===== src/rtl/charmatrix_pkg.sv =====
// Shared constants and FSM encoding for the 5x7 character-matrix LED strip.
package charmatrix_pkg;
   localparam int CHAR_LEDS = 35;
   localparam int MAX_CHARS = 8;
   localparam int GRB_W     = 24;

   typedef enum logic [2:0] {
      IDLE,
      FETCH,
      COMPOSE,
      OFFER,
      TAKEN
   } state_t;
endpackage


===== src/rtl/ledstrip_scheduler_refresh_timer.sv =====
// Free-running refresh counter plus the sticky refresh-request flag.
module refresh_timer #(
   parameter int REFRESH_CYCLES = 131072
) (
   input  logic clk,
   input  logic reset,
   input  logic update,
   input  logic consume,
   output logic pending
);
   localparam int CW = (REFRESH_CYCLES > 1) ? $clog2(REFRESH_CYCLES) : 1;
   localparam logic [CW-1:0] LAST = CW'(REFRESH_CYCLES - 1);

   logic [CW-1:0] count;
   logic          wrap;

   assign wrap = (count == LAST);

   // New requests take priority over the clear so none arriving with it is dropped.
   always_ff @(posedge clk) begin
      if (reset) begin
         count   <= '0;
         pending <= 1'b1;
      end else begin
         count <= wrap ? '0 : count + 1'b1;
         if (update || wrap)
            pending <= 1'b1;
         else if (consume)
            pending <= 1'b0;
      end
   end
endmodule


===== src/rtl/ledstrip_scheduler.sv =====
// Frame sequencer: walks every LED of the character matrix and hands GRB words
// to the serial driver over a valid/ready handshake.
module ledstrip_scheduler #(
   parameter int NUM_CHARS      = 4,
   parameter int CHAR_LEDS      = charmatrix_pkg::CHAR_LEDS,
   parameter int REFRESH_CYCLES = 131072
) (
   input  logic                              clk,
   input  logic                              reset,
   input  logic                              update,
   output logic [2:0]                        buf_index,
   input  logic [7:0]                        buf_char,
   input  logic [3:0]                        buf_color,
   output logic [7:0]                        char_index,
   input  logic [CHAR_LEDS-1:0]              char_bits,
   output logic [3:0]                        color_index,
   input  logic [charmatrix_pkg::GRB_W-1:0]  color_rgb,
   output logic [charmatrix_pkg::GRB_W-1:0]  pix_data,
   output logic                              pix_valid,
   output logic                              pix_latch,
   input  logic                              pix_ready,
   output logic                              busy,
   output logic                              frame_done
);
   import charmatrix_pkg::*;

   localparam logic [8:0] LAST_LED      = 9'(NUM_CHARS * CHAR_LEDS - 1);
   localparam logic [5:0] LAST_CHAR_LED = 6'(CHAR_LEDS - 1);

   state_t     state, state_next;
   logic       pending;
   logic       consume, do_fetch, do_compose, do_offer, do_take;
   logic [8:0] led_index;
   logic [5:0] char_led;
   logic       last_led, led_wrap;

   assign last_led = (led_index == LAST_LED);
   assign led_wrap = (char_led == LAST_CHAR_LED);

   refresh_timer #(
      .REFRESH_CYCLES(REFRESH_CYCLES)
   ) u_refresh_timer (
      .clk    (clk),
      .reset  (reset),
      .update (update),
      .consume(consume),
      .pending(pending)
   );

   always_ff @(posedge clk) begin
      if (reset)
         state <= IDLE;
      else
         state <= state_next;
   end

   always_comb begin
      state_next = state;
      case (state)
         IDLE:    if (pending) state_next = FETCH;
         FETCH:   state_next = COMPOSE;
         COMPOSE: state_next = OFFER;
         OFFER:   if (pix_ready) state_next = TAKEN;
         TAKEN:   if (!pix_ready) state_next = last_led ? IDLE : FETCH;
         default: state_next = IDLE;
      endcase
   end

   always_comb begin
      consume    = 1'b0;
      do_fetch   = 1'b0;
      do_compose = 1'b0;
      do_offer   = 1'b0;
      do_take    = 1'b0;
      case (state)
         IDLE:    consume    = pending;
         FETCH:   do_fetch   = 1'b1;
         COMPOSE: do_compose = 1'b1;
         OFFER:   do_offer   = pix_ready;
         TAKEN:   do_take    = !pix_ready;
         default: ;
      endcase
   end

   // Pixel word and latch are loaded before the offer, so they hold for the whole valid period.
   always_ff @(posedge clk) begin
      if (reset) begin
         led_index   <= '0;
         char_led    <= '0;
         buf_index   <= '0;
         char_index  <= '0;
         color_index <= '0;
         pix_data    <= '0;
         pix_valid   <= 1'b0;
         pix_latch   <= 1'b0;
         busy        <= 1'b0;
         frame_done  <= 1'b0;
      end else begin
         frame_done <= 1'b0;
         if (consume) begin
            led_index <= '0;
            char_led  <= '0;
            buf_index <= '0;
            busy      <= 1'b1;
         end
         if (do_fetch) begin
            char_index  <= buf_char;
            color_index <= buf_color;
         end
         if (do_compose) begin
            pix_data  <= char_bits[char_led] ? color_rgb : '0;
            pix_latch <= last_led;
         end
         if (do_offer)
            pix_valid <= 1'b1;
         if (do_take) begin
            pix_valid <= 1'b0;
            pix_latch <= 1'b0;
            led_index <= led_index + 1'b1;
            if (led_wrap) begin
               char_led  <= '0;
               buf_index <= buf_index + 1'b1;
            end else begin
               char_led <= char_led + 1'b1;
            end
            if (last_led) begin
               busy       <= 1'b0;
               frame_done <= 1'b1;
            end
         end
      end
   end
endmodule


===== config.mk =====
export PLATFORM = sky130hd
export DESIGN_NAME = ledstrip_scheduler
export DESIGN_NICKNAME = d
export VERILOG_FILES = /design/src/rtl/charmatrix_pkg.sv /design/src/rtl/ledstrip_scheduler_refresh_timer.sv /design/src/rtl/ledstrip_scheduler.sv
export SDC_FILE = /design/constraint.sdc
export NUM_CORES = 1
export LEC_CHECK = 0
export ABC_CLOCK_PERIOD_IN_PS = 4100
export CORE_ASPECT_RATIO = 1.4
export CORE_UTILIZATION = 52
export DETAILED_ROUTE_END_ITERATION = 16
export GPL_TIMING_DRIVEN = 0
export HOLD_SLACK_MARGIN = 0.06
export PLACE_DENSITY = 0.95
export SETUP_SLACK_MARGIN = 0.15
export SLEW_MARGIN = 15
export SYNTH_ARGS = -nofsm -noshare
export SYNTH_HDL_FRONTEND = slang
export SYNTH_HIERARCHICAL = 1
export SYNTH_SLANG_ARGS = --single-unit

===== constraint.sdc =====
create_clock -name clk -period 4.1 [get_ports clk]
set_clock_uncertainty 0.1 [all_clocks]
set_input_delay 0.82 -clock clk [delete_from_list [all_inputs] [get_ports clk]]
set_output_delay 0.82 -clock clk [all_outputs]
set_load 0.03 [all_outputs]

==> results of run 1 <==
## layout make-up
| class | instances | area (sq um) |
|---|---|---|
| Inverter | 9 | 33.8 |
| Sequential cell | 79 | 1580 |
| Multi-Input combinational cell | 327 | 2400 |
| Buffer | 34 | 201 |
| Timing Repair Buffer | 117 | 1170 |
| Fill cell | 544 | 2060 |
| Tap cell | 100 | 125 |
| Clock buffer | 13 | 159 |
| Clock inverter | 3 | 65.1 |
## synthesized netlist by cell type (all sizes together) (2+ instances only)
master   n  share of area, %
xor2     3              0.62
nor2    39               3.5
ha       6               1.8
inv      9              0.80
o21ai   33               3.9
nor4b    3              0.92
a22oi    2              0.36
nand3   13               1.7
nand3b   4              0.71
mux2     9               2.5
nand2   23               2.0
a21oi   19               2.3
nor3     7              0.83
nor3b    3              0.53
and2     3              0.45
mux2i   25               5.9
a211oi   4              0.71
o31ai   27               7.2
o21a     2              0.36
nand2b   3              0.45
o311ai   2              0.42
clkbuf  21               1.9
a41oi    2              0.42
or2      2              0.30
buf     13               2.9
mux4     5               2.8
dfxtp   79                38
or4b     2              0.47
or4      5              0.89
nor4     6              0.89
a31oi    2              0.30
a311oi   3              0.62
or3      8               1.2
a32oi   24               5.0
nand4    5               1.1
nor2b   26               3.9
## layer usage
| layer | GRT usage, % | share of wire (%) | vias to the layer above |
|---|---|---|---|
| met5 | 0 | 0 | - |
| met4 | 15.1 | 4.1 | 0 |
| met3 | 6.24 | 4.8 | 38 |
| met2 | 49.8 | 54 | 173 |
| met1 | 28.2 | 37 | 1997 |
| li1 | - | - | 1944 |
## power breakdown
part	internal (mW)	leakage (nW)	switching (mW)
Sequential	0.796	0.641	0.0187
Clock	0.376	0.114	0.279
Combinational	0.164	1.23	0.173
## critical path, stage by stage
cell	delay (ns)
clkdlybuf4s50_1	0.43
mux2_2	0.27
mux4_1	0.63
clkbuf_1	0.28
o21ai_0	0.32
o31ai_2	0.09
## registers in the layout (all words and copies together), names as in the netlist, 3 cells and up
name and flops:
pix_data 24, u_refresh_timer/count 17, led_index 9, char_index 8, char_led 6, color_index 4, buf_index 3, state 3
## kinds of logic (layout without fill, tap and decap cells)
| family | after synthesis | in the layout |
|---|---|---|
| muxes | 39 | 39 |
| AOI/OAI and AO/OA | 124 | 124 |
| buffers and inverters | 43 | 176 |
| DFF | 79 | 79 |
| and+or+nand+nor | 154 | 154 |
| xor gates and xnor gates | 4 | 4 |
| adders and majority gates | 6 | 6 |
## path summary, 6_finish.rpt
check             slack, ns  cells after the start                        to                     start
setup / recovery       1.40                      6              pix_data[17]              char_bits[0]
hold / removal         0.37                      2               pix_data[2]               pix_data[2]
hold reg to reg        0.37                      2               pix_data[2]               pix_data[2]
setup reg to reg       1.52                      8  u_refresh_timer/count[8]  u_refresh_timer/count[0]
## metrics by stage
step	instance area, sq um	cells	power [mW]	hold slack [ns]	worst slack, ns
after floorplan	4220	449	1.01	0.341	1.71
after global placement	5510	666	1.15	0.351	1.09
after detailed placement	5510	666	1.16	0.358	1.04
after CTS	5740	682	1.81	0.376	1.44
after global routing	5740	682	1.87	0.407	1.23
final	5740	682	1.81	0.372	1.40
==> impl_results.md, run 1 <==
* Status: finished, final reports clean
* DRC at 0
* Hold Crit Class: flip-flop to flip-flop
* First-pass GRT wire length at roughly 18,000 um
* RSZ-0062 raised after global routing: no
* Arrival time worst endpoint at ~2.8 ns
* Worst Setup Path Type: primary input to flip-flop
* Worst-Margin Slew at around 0.88 ns
* Largest net degree at the start of global routing at 13
* Initial antenna violation count at 0
* Final setup viols at 0
* DR pass1 iterations at 5
* Syn_area_per_cell at roughly 9.4 sq um
* Cell Pwr Density at 315 nW/um^2
* Crit Path Max Fanout at 10
* Row count at 38
* Dpl hpwl at about 8000 um
* Via Count at between 4k and 5k
* Total CTS buffers at 9
* Simple-gate share of the synthesized area at between 20% and 30%
* Rel. slew slack at 41.1%
* CP Launch Type: primary input
* Final nets at 658
* Core region area at roughly 7800 sq um
* Post-CTS sizing at 0
* Synth Register Bits at roughly 80
* Synthesized Nets at 530
* Crit end category: flip-flop
* Maximum VDD drop at between 0.2 and 0.3 mV
* Fraction of synthesized cell area in xor and xnor cells at less than 1%
* WL/cell at 16.9 um
* Commonest non-fill, non-tap cell in the layout: clkdlybuf4s50_1
* Compound-gate portion of the synthesized area at between 20% and 30%
* Die Ht at between 100 and 150 um
* CTS tree: done
* GPL Wtd Cong at 0.832
* Worst-path clk slew at ~0.07 ns
* Port Buffers at 117
* Post-synth ARST share at 0%
* Prevailing post-synth register cell: dfxtp_1
* Root Driver: clkbuf_8
* Grt total ovfl at 0
* Worst skew pair latency at 0.36 ns
* Synth unique cells at 56
* Initial DRC count at ~250
* Post-layout min period at between 2 and 3 ns
* Syn. warnings at 6
* Initial core utilization at a little over half
* Endpoints failing hold at 0
* Vias in the first global route at approximately 4.1k
* Vias per cell at between 6 and 7
* Hold buffer count at cts at 0
* Highest clock rate at between 300 and 400 MHz
* # IOs at ~120
* Number of synthesized flops with an enable pin at 0
* Post-synthesis sequential area ratio at about 38%
* Die area at roughly 8500 sq um
* Die W at just under 80 um
* Postcts setup bufs at 0
* Post-synthesis mux area share at roughly 11%
* CTS H-Tree Depth at 3
* Most frequent cells in the layout: clkdlybuf4s50_1, dfxtp_1, nor2_1
* Clock buffer depth at 2
* Post-route ant nets at 0
* Final wirelength at 11,500 um
* CP Data Required Time at 4.24 ns
* Max-cap viol count at 0
* Largest family of logic cells by synthesized area: compound AO/OA/AOI/OAI gates
* P&R area growth vs syn at 36.1%
* Mapped Area at ~4200 sq um
* N_diodes at 0
* Ratio of cells with drive above 1 in the final layout at 12.2%
* Post-Synthesis Cells at ~450
* GRT Overall Usage at around 27%
* Sink Count at around 80
* Final core occ at between 70% and 80%
* Post-Synth Adder-Cell Area at around 1.8%
* Slew Limit Fails at 0
* Fin crit share at between 60% and 70%
* Leak at roughly 2 nW
* TNS Setup at 0 ns
No activity file was read; power rests on OpenSTA's default activity.
==> run 2: changes to the inputs <==
--- a/config.mk
+++ b/config.mk
@@ -5,13 +5,13 @@
 export SDC_FILE = /design/constraint.sdc
 export NUM_CORES = 1
 export LEC_CHECK = 0
-export ABC_CLOCK_PERIOD_IN_PS = 4100
+export ABC_CLOCK_PERIOD_IN_PS = 2800
 export CORE_ASPECT_RATIO = 1.4
-export CORE_UTILIZATION = 52
+export CORE_UTILIZATION = 48
 export DETAILED_ROUTE_END_ITERATION = 16
 export GPL_TIMING_DRIVEN = 0
 export HOLD_SLACK_MARGIN = 0.06
-export PLACE_DENSITY = 0.95
+export PLACE_DENSITY = 0.89
 export SETUP_SLACK_MARGIN = 0.15
 export SLEW_MARGIN = 15
 export SYNTH_ARGS = -nofsm -noshare
==> constraint.sdc (replaced) <==
create_clock -name clk -period 2.8 [get_ports clk]
set_clock_uncertainty 0.1 [all_clocks]
set_input_delay 0.56 -clock clk [delete_from_list [all_inputs] [get_ports clk]]
set_output_delay 0.56 -clock clk [all_outputs]
set_load 0.03 [all_outputs]
==> impl_results.md, run 2 (synthesis gave the netlist of run 1 again) <==
* CP Data Required Time at 2.90 ns (was 4.24 ns)
* Beginning of the critical path: pix_ready (was char_bits[0])
* Worst-path clk slew at 0.06 ns (was 0.07 ns)
* R2R Setup Slk at 0.41 ns (was 1.52 ns)
* Worst-Margin Slew at 0.934 ns (was 0.882 ns)
* Via Count at 4,092 (was 4,152)
* Critical Path End: char_led[4] (was pix_data[17])
* Hold buffer count at cts at 0 (unchanged)
* Port Buffers at 117 (unchanged)
* Clock buffer depth at 2 (unchanged)
* Post-layout min period at approximately 2.5 ns
* Final nets at 657 (was 658)
* P&R area growth vs syn at 39.4% (was 36.1%)
* CTS tree: done (unchanged)
* Final setup viols at 0 (unchanged)
* Reg2reg end: u_refresh_timer/count[12] (was u_refresh_timer/count[8])
* Crit Path Max Fanout at 10 (unchanged)
* DP Worst Slack at 0.0199 ns (was 1.04 ns)
* GRT Overall Usage at 25.5% (was 27.2%)
* Die W at 81.2 um (was 78.1 um)
* Grt total ovfl at 0 (unchanged)
* Core region area at 8560 sq um (was 7800 sq um)
* Dpl hpwl at 8140 um (was 8150 um)
* WL/cell at 16.7 um (was 16.9 um)
* Most frequent cells in the layout: clkdlybuf4s50_1, dfxtp_1, nor2_1 (unchanged)
* Hold slack at 0.378 ns (was 0.372 ns)
* Root Driver: clkbuf_16 (was clkbuf_8)
* Initial DRC count at 269 (was 249)
* Largest net degree at the start of global routing at 14 (was 13)
* RSZ-0062 raised after global routing: no (unchanged)
* Initial antenna violation count at 0 (unchanged)
* Fin crit share at between 80% and 90%
* Leak at 2.05 nW (was 1.98 nW)
* Die Ht at 113 um (was 109 um)
* GPL Wtd Cong at 0.824 (was 0.832)
* Maximum VDD drop at 0.436 mV (was 0.273 mV)
* Sink Count at 79 (unchanged)
* Worst Setup Path Type: primary input to flip-flop (unchanged)
* Total chip power at 3.11 mW (was 1.81 mW)
* First-pass GRT wire length at 18,300 um (was 18,200 um)
* Total CTS buffers at 9 (unchanged)
* # IOs at 118 (unchanged)
* Hold Crit Class: flip-flop to flip-flop (unchanged)
* Endpoints failing hold at 0 (unchanged)
* Number of flip-flops in the largest register at 24 (unchanged)
* CTS H-Tree Depth at 3 (unchanged)
* Arrival time worst endpoint at 2.59 ns (was 2.83 ns)
* Status: finished, final reports clean (unchanged)
* Reg2reg start: u_refresh_timer/count[0] (unchanged)
* Post-route ant nets at 0 (unchanged)
* Final wirelength at 11,500 um (about the same)
* Post-route setup slack at 0.317 ns (was 1.40 ns)
* TNS Setup at 0 ns (unchanged)
* Row count at 40 (was 38)
* N_diodes at 0 (unchanged)
* CP Launch Type: primary input (unchanged)
* Highest clock rate at between 400 and 500 MHz
* Vias per cell at 5.97 (was 6.09)
* DR pass1 iterations at 5 (unchanged)
* Slew Limit Fails at 0 (unchanged)
* Worst skew pair latency at 0.34 ns (was 0.36 ns)
* Vias in the first global route at 4,137 (was 4,071)
* Cell count of the worst reg-to-reg path at 8 (unchanged)
* Largest regs: pix_data (24), u_refresh_timer/count (17), led_index (9) (unchanged)
* Rel. slew slack at 37.6% (was 41.1%)
* Die area at 9170 sq um (was 8480 sq um)
* Crit end category: flip-flop (unchanged)
* Initial core utilization at 49.3% (was 54.1%)
* Commonest non-fill, non-tap cell in the layout: clkdlybuf4s50_1 (unchanged)
* Ratio of cells with drive above 1 in the final layout at 12.6% (was 12.2%)
* Largest reg by FF count: pix_data (unchanged)
* Max-cap viol count at 0 (unchanged)
* DRC at 0 (unchanged)
* Cell Pwr Density at 529 nW/um^2 (was 315 nW/um^2)
==> run 2: cell types whose count changed in the layout (fill, tap and decap cells not counted) <==
cell / delta
o311ai_0: -1
clkbuf_16: +9
bufinv_16: +2
clkinv_2: +2
clkbuf_1: -3
clkbuf_8: -11
o311ai_1: +1
==> run 2: cell type report <==
cell class                      count  area, sq um
Sequential cell                    79         1580
Clock buffer                        9          225
Tap cell                          105          131
Clock inverter                      7          135
Timing Repair Buffer              117         1170
Inverter                            9         33.8
Fill cell                         621         2680
Buffer                             33          198
Multi-Input combinational cell    327         2400
==> run 2: how the worst min path moves through the flow <==
stage                        startpoint  cells after the start                        to  slack [ns]
6_report                    pix_data[8]                      2               pix_data[8]        0.38
3_3_place_gp                pix_data[3]                      2               pix_data[3]        0.35
4_1_cts                     pix_data[8]                      2               pix_data[8]        0.38
5_1_grt                     pix_data[8]                      2               pix_data[8]        0.40
2_1_floorplan  u_refresh_timer/count[0]                      1  u_refresh_timer/count[0]        0.34
3_5_place_dp                pix_data[8]                      2               pix_data[8]        0.36
==> run 2: metrics by stage <==
stage | cell area (sq um) | cells | util, %
3_5_place_dp | 5520 | 671 | 64.5
2_1_floorplan | 4220 | 449 | -
6_report | 5870 | 686 | 68.6
3_3_place_gp | 5520 | 671 | 64.5
5_1_grt | 5870 | 686 | 68.6
4_1_cts | 5880 | 687 | 68.7
==> run 2: what timing repair did <==
action,CTS,global route
setup buffers,0,0
hold endpoints to repair,0,0
resized for setup,0,1
endpoints found under the setup margin,0,10
==> run 2: where the power goes <==
group | leakage (nW) | total [mW] | internal, mW | switching [mW]
registers | 0.641 | 1.20 | 1.17 | 0.0276
logic | 1.23 | 0.493 | 0.239 | 0.254
clock network | 0.179 | 1.42 | 0.956 | 0.463
total | 2.05 | 3.11 | 2.36 | 0.745
==> run 2: layer usage <==
metal	share of wire (%)	vias up	track usage, %
li1	-	1942	-
met4	3.7	0	14.9
met3	5.0	41	5.89
met2	53	158	44.5
met5	0	-	0
met1	39	1951	27.2
==> run 2: critical path, cell delays in order <==
cell and delay (ns):
clkdlybuf4s50_1 0.52, nor4b_2 0.82, nor2_1 0.32, a211oi_1 0.29, nor3_1 0.07
==> RTL edit 1, RTL diff (config.mk and constraints of run 2) <==
Re-encode `state_t` (5 states) as one-hot, 5 bits wide.
--- a/src/rtl/charmatrix_pkg.sv
+++ b/src/rtl/charmatrix_pkg.sv
@@ -5,10 +5,10 @@
    localparam int GRB_W     = 24;
 
-   typedef enum logic [2:0] {
-      IDLE,
-      FETCH,
-      COMPOSE,
-      OFFER,
-      TAKEN
+   typedef enum logic [4:0] {
+      IDLE    = 5'b00001,
+      FETCH   = 5'b00010,
+      COMPOSE = 5'b00100,
+      OFFER   = 5'b01000,
+      TAKEN   = 5'b10000
    } state_t;
 endpackage
Formal check against the unedited RTL: no difference found for any inputs over 10 cycles, from zero or initial values and one cycle with reset high; not proved beyond that.
==> RTL edit 1 against run 2 <==
- final area fell by 1.5%
- worst setup slack got worse by 0.054 ns
- sequential cell count rose by 2
- critical endpoint is now pix_data[22]$_SDFFE_PP0P_
- area after synthesis fell by 1.2%
- power fell by 12%
- wire length rose by 4.6%
- critical path type is now reg2reg
- sequential share of layout area rose by 1.1 points
- via count rose by 3.8%
- core utilization rose by 1.1 points
==> RTL edit 1: results (changes against run 2) <==
[worst_hold_path]
min_to=u_refresh_timer/count[0]$_SDFF_PP0_

[final_layout]
layout.nets=678  ; +3.2%
nMultiInputCombCells=345  ; +5.5%
nNonClkInverters=10  ; +1
ff_latch_area_mm2=0.00162  ; +2.6%
clock_area_share_pct=5.36  ; -0.77 points
multiInputGateArea_mm2=0.00237  ; -1.1%
fillers=646  ; +4.0%

[synthesis]
ys_seq_area_share_pct=38.9  ; +1.4 points
synthMuxAreaShare_pct=9.79  ; -1.5 points

[placed_design]
portBuffers=116  ; -0.85%
dp_slack_ns=-0.0862  ; -0.106 ns
dp.cells=689  ; +2.7%
dpl_cell_area_mm2=0.00545  ; -1.2%
place_congestion=0.879  ; +6.7%

[global_routing]
grtUsageTotal_pct=27.7  ; +2.2 points
grt_max_degree=17  ; +3

[cts]
cts.sinks=81  ; +2.5%

[pwr]
swShare_pct=25.5  ; +1.5 points

[setup_path]
critical_path_arrival_ns=2.65  ; +0.06 ns
crit_path_max_incr_delay_ns=0.55  ; -0.27 ns
cp_top_family=multiplexers
r2r_slack_ns=0.26  ; -0.15 ns

[sta]
worstMarginPinSlew_ns=0.692  ; -0.242 ns
hold_ws_ns=0.382  ; +0.00436 ns

[detailed_routing]
vias_per_cell=6.03  ; +1.1%

[run_status]
outcome=finished clean

==> RTL edit 1: changes by cell type after synthesis, sizes merged, moves of 19 or more <==
cell            run 2  this run
a21boi              0        24
a32oi              24         0
o31ai              27         3
a22oi               2        26
o21ai              33        10
nand2              23        53
nor2b              26         7
o2111ai             0        24
==> RTL edit 1: metal layers <==
| metal | global-route usage (%) | vias to the layer above | routed length, µm |
|---|---|---|---|
| li1 | - | 2018 | - |
| met1 | 29.3 | 1988 | 4390 |
| met2 | 49.9 | 211 | 6530 |
| met3 | 6.26 | 29 | 751 |
| met4 | 14.0 | 0 | 323 |
| met5 | 0 | - | 0 |
==> RTL edit 1: power by group through the flow <==
stage / clock (mW) / combinational, mW / sequential, mW
after floorplan: 0 / 0.133 / 1.23
after global placement: 0 / 0.306 / 1.21
after detailed placement: 0 / 0.316 / 1.21
after CTS: 1.24 / 0.322 / 1.19
after global routing: 1.30 / 0.345 / 1.19
final: 1.24 / 0.324 / 1.19
==> RTL edit 2, RTL diff (config.mk and constraints of run 2) <==
Without the edit above. `REFRESH_CYCLES` is set to 131072 in 2 places; all go to 524288.
--- a/src/rtl/ledstrip_scheduler_refresh_timer.sv
+++ b/src/rtl/ledstrip_scheduler_refresh_timer.sv
@@ -1,5 +1,5 @@
 // Free-running refresh counter plus the sticky refresh-request flag.
 module refresh_timer #(
-   parameter int REFRESH_CYCLES = 131072
+   parameter int REFRESH_CYCLES = 524288
 ) (
    input  logic clk,
--- a/src/rtl/ledstrip_scheduler.sv
+++ b/src/rtl/ledstrip_scheduler.sv
@@ -4,5 +4,5 @@
    parameter int NUM_CHARS      = 4,
    parameter int CHAR_LEDS      = charmatrix_pkg::CHAR_LEDS,
-   parameter int REFRESH_CYCLES = 131072
+   parameter int REFRESH_CYCLES = 524288
 ) (
    input  logic                              clk,
Function: no difference found for any inputs over 10 cycles, from zero or initial values and one cycle with reset high; that may be too few to reach the edited logic, so the function may still have changed.
==> RTL edit 2 against run 2 <==
- area after synthesis grew 2.3%
- power down 0.40%
- final cell count rose by 2.0%
- wire length grew 4.4%
- worst setup slack worse by 0.18 ns
- sequential cell count increased by 2
- final area is 1.6% higher
- maximum frequency down 6.9%
- critical endpoint is now led_index[7]$_SDFFE_PP0P_
==> RTL edit 2: results (changes against run 2) <==
[run_status]
outcome=finished clean

[pwr]
ir_worst_vdd_uv=403  ; -7.6%
leakage_nw=2.02  ; -1.3%
swShare_pct=24.6  ; +0.63 points

[worst_hold_path]
hold_path_class=reg2reg

[setup_path]
slowest_stage=clkdlybuf4s50_1
crit_path_max_incr_delay_ns=0.53  ; -0.29 ns
critical_path_arrival_ns=2.84  ; +0.25 ns
worstPathMaxFanout=7  ; -3
cp_top_family=simple AND/OR/NAND/NOR gates

[final_layout]
buf_share_pct=23.2  ; -0.11 points
buffers_excl_clock=152  ; +1.3%
multi_input_area_share_pct=40.8  ; about the same
ff_latch_area_mm2=0.00162  ; +2.5%
nNonClkInverters=11  ; +2
n_clock_buffer=10  ; +1
diodes=0  ; unchanged
drive_above_1_share_pct=12.6  ; +0.040 points
nMultiInputCombCells=335  ; +2.4%
fillers=625  ; +0.64%
top_regs=pix_data (24), u_refresh_timer/count (19), led_index (9)
layout.nets=670  ; +2.0%
clock_area_share_pct=5.91  ; -0.22 points

[global_routing]
use_met1_pct=27.3  ; +0.073 points
grt_pass1_vias=4132  ; -0.12%
grt_pass1_wl_um=18800  ; +2.9%
grt_max_degree=15  ; +1
met2_usage_pct=46.9  ; +2.3 points
met3_usage_pct=4.62  ; -1.3 points
antenna_found_initial=0  ; unchanged
grtUsageTotal_pct=25.8  ; +0.29 points

[placed_design]
portBuffers=117  ; unchanged
dpl.hpwl_um=8150  ; about the same
place_congestion=0.840  ; +1.9%

[synthesis]
synth.distinct_cells=57  ; +1.8%
synth.cells.most_frequent=81 x dfxtp_1, 54 x nor2_1, 30 x o21ai_0
synth_area_leaders=dfxtp_1 38%, o31ai_2 5.8%, mux2i_1 4.9%
async_reset_ff_share_pct=0  ; unchanged
syn_nets=542  ; +2.3%
ys_ff_latch=81  ; +2.5%
ys.warnings.count=6  ; unchanged
ys_seq_area_share_pct=37.6  ; +0.10 points

[detailed_routing]
drtPass1Iterations=5  ; unchanged
drt_iter0_drc=390  ; +45%
wl_met2_um=6270  ; +4.1%
met3_wirelength_um=830  ; +45%
routed.top_layer=met4
drt-met1-wl_um=4490  ; +0.83%
routed_wl_um=12000  ; +4.4%
vias=4275  ; +4.5%

[sta]
relSlewSlack_pct=38.8  ; +1.2 points
hold_viol_final=0  ; unchanged

[cts]
clkLatencyLatePin_ns=0.33
cts_made_buffers=9  ; unchanged
cts_buffer_depth=2  ; unchanged

-- RTL edit 2: power by group through the flow --
stage | Sequential, mW | Combinational (mW) | Clock [mW]
3_3_place_gp | 1.24 | 0.470 | 0
2_1_floorplan | 1.31 | 0.195 | 0
4_1_cts | 1.22 | 0.488 | 1.39
3_5_place_dp | 1.25 | 0.482 | 0
5_1_grt | 1.23 | 0.523 | 1.44
6_report | 1.22 | 0.490 | 1.38
-- RTL edit 2: through the flow --
step	setup slack, ns	instance area (µm²)	std cells	hold WS (ns)	util [%]
floorplan	0.667	4310	462	0.341	-
global placement	0.0397	5610	684	0.351	64.8
detailed placement	0.00540	5610	684	0.359	64.8
CTS	0.175	5970	700	0.375	68.9
global route	0.142	5970	700	0.408	68.9
finish	0.133	5970	700	0.375	68.9
-- RTL edit 2: path summary, 6_finish.rpt --
path / start / to / slack, ns / depth (start not counted)
setup / recovery: pix_ready / led_index[7]$_SDFFE_PP0P_ / 0.13 / 6
hold / removal: pix_data[8]$_SDFFE_PP0P_ / pix_data[8]$_SDFFE_PP0P_ / 0.37 / 2
setup reg to reg: state[1]$_SDFFE_PP0P_ / pix_data[6]$_SDFFE_PP0P_ / 0.42 / 7
hold reg to reg: pix_data[8]$_SDFFE_PP0P_ / pix_data[8]$_SDFFE_PP0P_ / 0.37 / 2
-- RTL edit 2: kinds of logic (layout without fill, tap and decap cells) --
logic type	Yosys count	count (layout)	synth area share, %
simple gates	163	163	20.1
compound gates	116	116	21.6
flops	81	81	37.6
buf+inv	46	179	5.89
mux	36	36	10.4
xor+xnor	15	15	3.05
fa+ha+maj	5	5	1.45
-- RTL edit 2: timing repair --
| action | in CTS | in global routing |
|---|---|---|
| setup buffers | 0 | 0 |
| resized for setup | 0 | 0 |
| endpoints found under the setup margin | 0 | 1 |
